File: config.mk
export PLATFORM = sky130hd
export DESIGN_NAME = result_reader_flat
export DESIGN_NICKNAME = d
export VERILOG_FILES = /design/src/rtl/result_reader_if.sv /design/src/rtl/result_reader.sv /design/src/flat_wrapper.sv
export SDC_FILE = /design/constraint.sdc
export NUM_CORES = 1
export LEC_CHECK = 0
export ABC_CLOCK_PERIOD_IN_PS = 1800
export CORE_MARGIN = 1.5
export CORE_UTILIZATION = 40
export CTS_BUF_LIST = sky130_fd_sc_hd__clkbuf_4 sky130_fd_sc_hd__clkbuf_8
export CTS_CLUSTER_DIAMETER = 50
export DETAILED_ROUTE_END_ITERATION = 16
export PLACE_DENSITY_LB_ADDON = 0.2
export SYNTH_ARGS = -nofsm -noshare
export SYNTH_HDL_FRONTEND = slang
export SYNTH_SLANG_ARGS = --single-unit
File: constraint.sdc
create_clock -name clk -period 1.8 [get_ports clk]
set_input_delay 0.54 -clock clk [delete_from_list [all_inputs] [get_ports clk]]
set_output_delay 0.54 -clock clk [all_outputs]
set_load 0.01 [all_outputs]
File: src/rtl/result_reader_if.sv
// result_reader_if: result-memory read port and serial output stream.
// Ports (master = reader side):
//    re, raddr                        read enable / address to result memory
//    rdata                            memory read data, valid the cycle after re
//    ser_out, ser_valid, ser_first    serial bit, bit accepted, first (MSB) bit of word
//    tx_ready                         downstream accepts a bit this cycle
interface result_reader_if #(
   parameter int DATA_W = 32,
   parameter int ADDR_W = 3
);
   logic              re;
   logic [ADDR_W-1:0] raddr;
   logic [DATA_W-1:0] rdata;
   logic              ser_out;
   logic              ser_valid;
   logic              ser_first;
   logic              tx_ready;
   modport master (output re, raddr, ser_out, ser_valid, ser_first, input rdata, tx_ready);
   modport slave  (input re, raddr, ser_out, ser_valid, ser_first, output rdata, tx_ready);
endinterface

File: src/rtl/result_reader.sv
// result_reader: reads N_WORDS result words from memory and streams them MSB first.
// Ports:
//    clk, rst     clock, synchronous active-high reset
//    start        level request; a run begins once start falls
//    bus          result_reader_if master: memory read port and serial stream
//    busy         high in every state except IDLE
//    done         one-cycle pulse after the last bit of the last word
module result_reader #(
   parameter int DATA_W  = 32,
   parameter int ADDR_W  = 3,
   parameter int N_WORDS = 8
)(
   input  logic            clk,
   input  logic            rst,
   input  logic            start,
   result_reader_if.master bus,
   output logic            busy,
   output logic            done
);
   localparam int CNT_W = $clog2(DATA_W) + 1;
   typedef enum logic [2:0] {IDLE, ARM, READ, WAIT, SEND, NEXT, DONE} state_t;
   state_t            state_q, state_d;
   logic [ADDR_W-1:0] addr_q;
   logic [CNT_W-1:0]  cnt_q;
   logic [DATA_W-1:0] shreg_q;
   logic              re_q, busy_q, done_q;
   logic              fire, last_bit, last_word;
   assign fire      = state_q == SEND && bus.tx_ready;
   assign last_bit  = cnt_q == CNT_W'(DATA_W - 1);
   assign last_word = addr_q == ADDR_W'(N_WORDS - 1);
   always_comb begin
      state_d = state_q;
      case (state_q)
         IDLE:    state_d = start ? ARM : IDLE;
         ARM:     state_d = start ? ARM : READ;
         READ:    state_d = WAIT;
         WAIT:    state_d = SEND;
         SEND:    state_d = fire && last_bit ? NEXT : SEND;
         NEXT:    state_d = last_word ? DONE : READ;
         default: state_d = IDLE;
      endcase
   end
   // Status outputs are registered from the next state so they line up with state_q.
   always_ff @(posedge clk) begin
      if (rst) begin
         state_q <= IDLE;
         addr_q  <= '0;
         cnt_q   <= '0;
         shreg_q <= '0;
         re_q    <= 1'b0;
         busy_q  <= 1'b0;
         done_q  <= 1'b0;
      end else begin
         state_q <= state_d;
         re_q    <= state_d == READ;
         busy_q  <= state_d != IDLE;
         done_q  <= state_d == DONE;
         if (state_q == ARM) addr_q <= '0;
         if (state_q == NEXT && !last_word) addr_q <= addr_q + 1'b1;
         if (state_q == WAIT) begin
            shreg_q <= bus.rdata;
            cnt_q   <= '0;
         end
         if (fire) begin
            shreg_q <= shreg_q << 1;
            cnt_q   <= cnt_q + 1'b1;
         end
      end
   end
   assign bus.re        = re_q;
   assign bus.raddr     = re_q ? addr_q : '0;
   assign bus.ser_valid = fire;
   assign bus.ser_out   = fire & shreg_q[DATA_W-1];
   assign bus.ser_first = fire && cnt_q == '0;
   assign busy          = busy_q;
   assign done          = done_q;
endmodule

File: src/flat_wrapper.sv
// flat-port wrapper written by rule: the top's interface ports become plain ports
module result_reader_flat 
#(
   parameter int DATA_W  = 32,
   parameter int ADDR_W  = 3,
   parameter int N_WORDS = 8
)
  (clk, rst, start, busy, done, bus_re, bus_raddr, bus_ser_out, bus_ser_valid, bus_ser_first, bus_rdata, bus_tx_ready);
  result_reader_if #(.DATA_W(DATA_W), .ADDR_W(ADDR_W)) bus_i ();
  input  logic clk;
  input  logic rst;
  input  logic start;
  output logic busy;
  output logic done;
  output wire logic [$bits(bus_i.re)-1:0] bus_re;
  output wire logic [$bits(bus_i.raddr)-1:0] bus_raddr;
  output wire logic [$bits(bus_i.ser_out)-1:0] bus_ser_out;
  output wire logic [$bits(bus_i.ser_valid)-1:0] bus_ser_valid;
  output wire logic [$bits(bus_i.ser_first)-1:0] bus_ser_first;
  input wire logic [$bits(bus_i.rdata)-1:0] bus_rdata;
  input wire logic [$bits(bus_i.tx_ready)-1:0] bus_tx_ready;
  assign bus_re = bus_i.re;
  assign bus_raddr = bus_i.raddr;
  assign bus_ser_out = bus_i.ser_out;
  assign bus_ser_valid = bus_i.ser_valid;
  assign bus_ser_first = bus_i.ser_first;
  assign bus_i.rdata = bus_rdata;
  assign bus_i.tx_ready = bus_tx_ready;
  result_reader #(.DATA_W(DATA_W), .ADDR_W(ADDR_W), .N_WORDS(N_WORDS)) u_core (.clk(clk), .rst(rst), .start(start), .bus(bus_i), .busy(busy), .done(done));
endmodule
==> summary.md <==
| Metric | Value |
|---|---|
| Outcome | finished with violations |
| Failing checks | setup timing |
| CTS Buffer Depth | 2 |
| Top cells by count, synth | 47 x dfxtp_1, 43 x a21oi_1, 35 x nand3_1, 31 x a22oi_1, 10 x buf_2 |
| CTS tree | yes |
| Share of cells above drive strength 1 | 0.156 |
| Tightest Pin Transition | 0.496 ns |
| Setup Skew | 0.00600 ns |
| Cell Area, Synth | 2060 sq um |
| Asr flop ratio synth | 0 |
| Num CTS Buffers | 5 |
| Boundary Pins | 45 |
| Post-synth EDFFs | 0 |
| Reg clk slew, reported paths | 0.09 ns |
| # nets final | 321 |
| Setup CP Type | flop to primary output |
| Initial Util | 0.424 |
| Buffers on Ports | 44 |
| Final Util | 0.572 |
| Main area contributors after synthesis | dfxtp_1 46%, a22oi_1 11%, a21oi_1 10% |
| Slew Limit Fails | 0 |
| Most frequent cell after synthesis | dfxtp_1 |
| Core Footprint | 4850 sq um |
| LEAKAGE | 0.952 nW |
| Routed length per placed instance | 13.6 microns |
| Cells after synthesis | 231 |
| Crit share post-route | 1.17 |
| Cell taking the most area after synthesis | dfxtp_1 |
| Worst Path Required | 1.26 ns |
| Die Ht | 74.7 microns |
| Via count | 1901 |
| Synth cell types | 35 |
| Peak VDD IR | 0.403 mV |
| First-pass GRT wire length | 7760 microns |
| Rows | 25 |
| Synth Flop Type | dfxtp_1 |
| Critical path peak fanout | 2 |
| Final Hold Viols | 0 |
| Fillers | 464 |
| Max-cap violations | 0 |
| DP Worst Slack | -0.738 ns |
| Area delta synth->final | 34.8% |
| F_max | 476 MHz |
| Post-DP HPWL | 2980 microns |
| First-pass iteration count of the detailed router | 4 |
| Vias in the first global route | 1765 |
| CP Launch Type | flop |
| Final worst path period need | 2.10 ns |
| Initial DRC count | 138 |
| GRT Total Usage | 0.178 |
| Setup Viol. Count Final | 1 |
| Synthesized Nets | 271 |
| H-tree levels | 2 |
| R2R Setup Slk | 0.08 ns |
| Root buffer cell | clkbuf_8 |
| Crit end category | primary output |
| Initial antenna violation count | 0 |
| Largest net degree at the start of global routing | 39 |
| YS warnings | 0 |
| Vias per cell | 5.45 |
| CTS Hold Buffers Added | 0 |
| CTS sink count | 47 |
| Yosys top cell area share | 0.458 |
| PwrDens | 692 nW/um^2 |
| Die footprint | 5580 sq um |
| Final WS setup | -0.300 ns |
| Worst hold path class | flop to flop |
| Worst Path Arrival | 1.56 ns |
| Grt ovf | 0 |
| Synth Area per Inst | 8.90 sq um |
| RSZ-0062 raised after global routing | yes |
| Drt total wl | 4730 microns |
| Diode count | 0 |
| DR DRC count | 0 |
| Relative slew slack | 0.665 |
| Synthesized flop and latch total | 47 |
| Latest clock arrival within the worst-skew pair | 0.30 ns |
| RD Place Congestion | 0.761 |
| Sequential share of the synthesized area | 0.458 |
| Post-DRT Antenna Nets | 0 |
| Die W | 74.7 microns |
[cell type report]
class | instances | area, sq um | share of cell area
multi-input combinational | 158 | 1010 | 0.364
sequential | 47 | 946 | 0.341
timing repair buffer | 66 | 622 | 0.224
tap | 67 | 83.8 | 0.0302
clock buffer | 6 | 82.6 | 0.0298
clock inverter | 2 | 16.3 | 0.00587
inverter | 3 | 11.3 | 0.00406
[timing repair]
item	in CTS	in global routing
pin swaps	2	0
setup endpoints to repair	10	2
buffers inserted	4	1
endpoints found under the hold margin	0	0
resized for setup	23	2
[logic make-up after synthesis]
family,Yosys count,share of synthesized area
buffers and inverters,26,0.0645
DFF,47,0.458
adders and majority gates,4,0.0243
AOI/OAI and AO/OA,84,0.253
and+or+nand+nor,70,0.200
[power breakdown]
part | switching, mW | leakage, nW | internal (mW)
combinational | 0.0697 | 0.523 | 0.108
clock | 0.363 | 0.0474 | 0.314
sequential | 0.00780 | 0.382 | 1.06
total | 0.440 | 0.952 | 1.48
[metrics by stage]
stage | area (sq um) | cells | total power, mW | TNS, ns | hold WS [ns]
after floorplan | 2070 | 231 | 1.16 | 0 | 0.443
after global placement | 2630 | 336 | 1.26 | -12.55 | 0.455
after detailed placement | 2630 | 336 | 1.26 | -12.79 | 0.459
after CTS | 2760 | 348 | 1.95 | -0.319 | 0.473
after global routing | 2770 | 349 | 1.99 | -0.350 | 0.490
final | 2770 | 349 | 1.92 | -0.300 | 0.470
[path summary, 6_finish.rpt]
check / from / end / cells after the start
setup reg to reg: u_core.state_q[1] / u_core.cnt_q[5] / 5
hold reg to reg: u_core.shreg_q[14] / u_core.shreg_q[14] / 2
setup / recovery: u_core.cnt_q[0] / bus_ser_first / 5
hold / removal: u_core.shreg_q[14] / u_core.shreg_q[14] / 2
[registers in the layout, indices dropped and copies added, names as in the netlist]
register,flops
u_core.done,1
u_core.busy,1
u_core.cnt_q,6
u_core.bus.re,1
u_core.shreg_q,32
u_core.addr_q,3
u_core.state_q,3
[layout by cell type (no fill, tap or decap), drive strengths merged, types with 3 or more instances in the layout]
cell / instances
a21oi: 43
a22oi: 31
and2: 5
buf: 24
clkbuf: 6
clkdlybuf4s50: 37
dfxtp: 47
dlygate4sd2: 3
ha: 4
inv: 3
nand2: 7
nand2b: 7
nand3: 35
o21ai: 3
[layer usage]
metal	GRT usage	vias to the layer above	share of wire
li1	-	953	-
met1	0.248	892	0.50
met2	0.279	51	0.44
met3	0.0321	5	0.051
met4	0.0606	0	0.011
met5	0	-	0
[critical path, stage by stage, from the launching register on]
cell and delay, ns:
dfxtp_2 0.33, inv_2 0.07, ha_4 0.11, or4b_4 0.46
nor3_4 0.15, buf_2 0.14
Power figures use the tool's default switching activity.
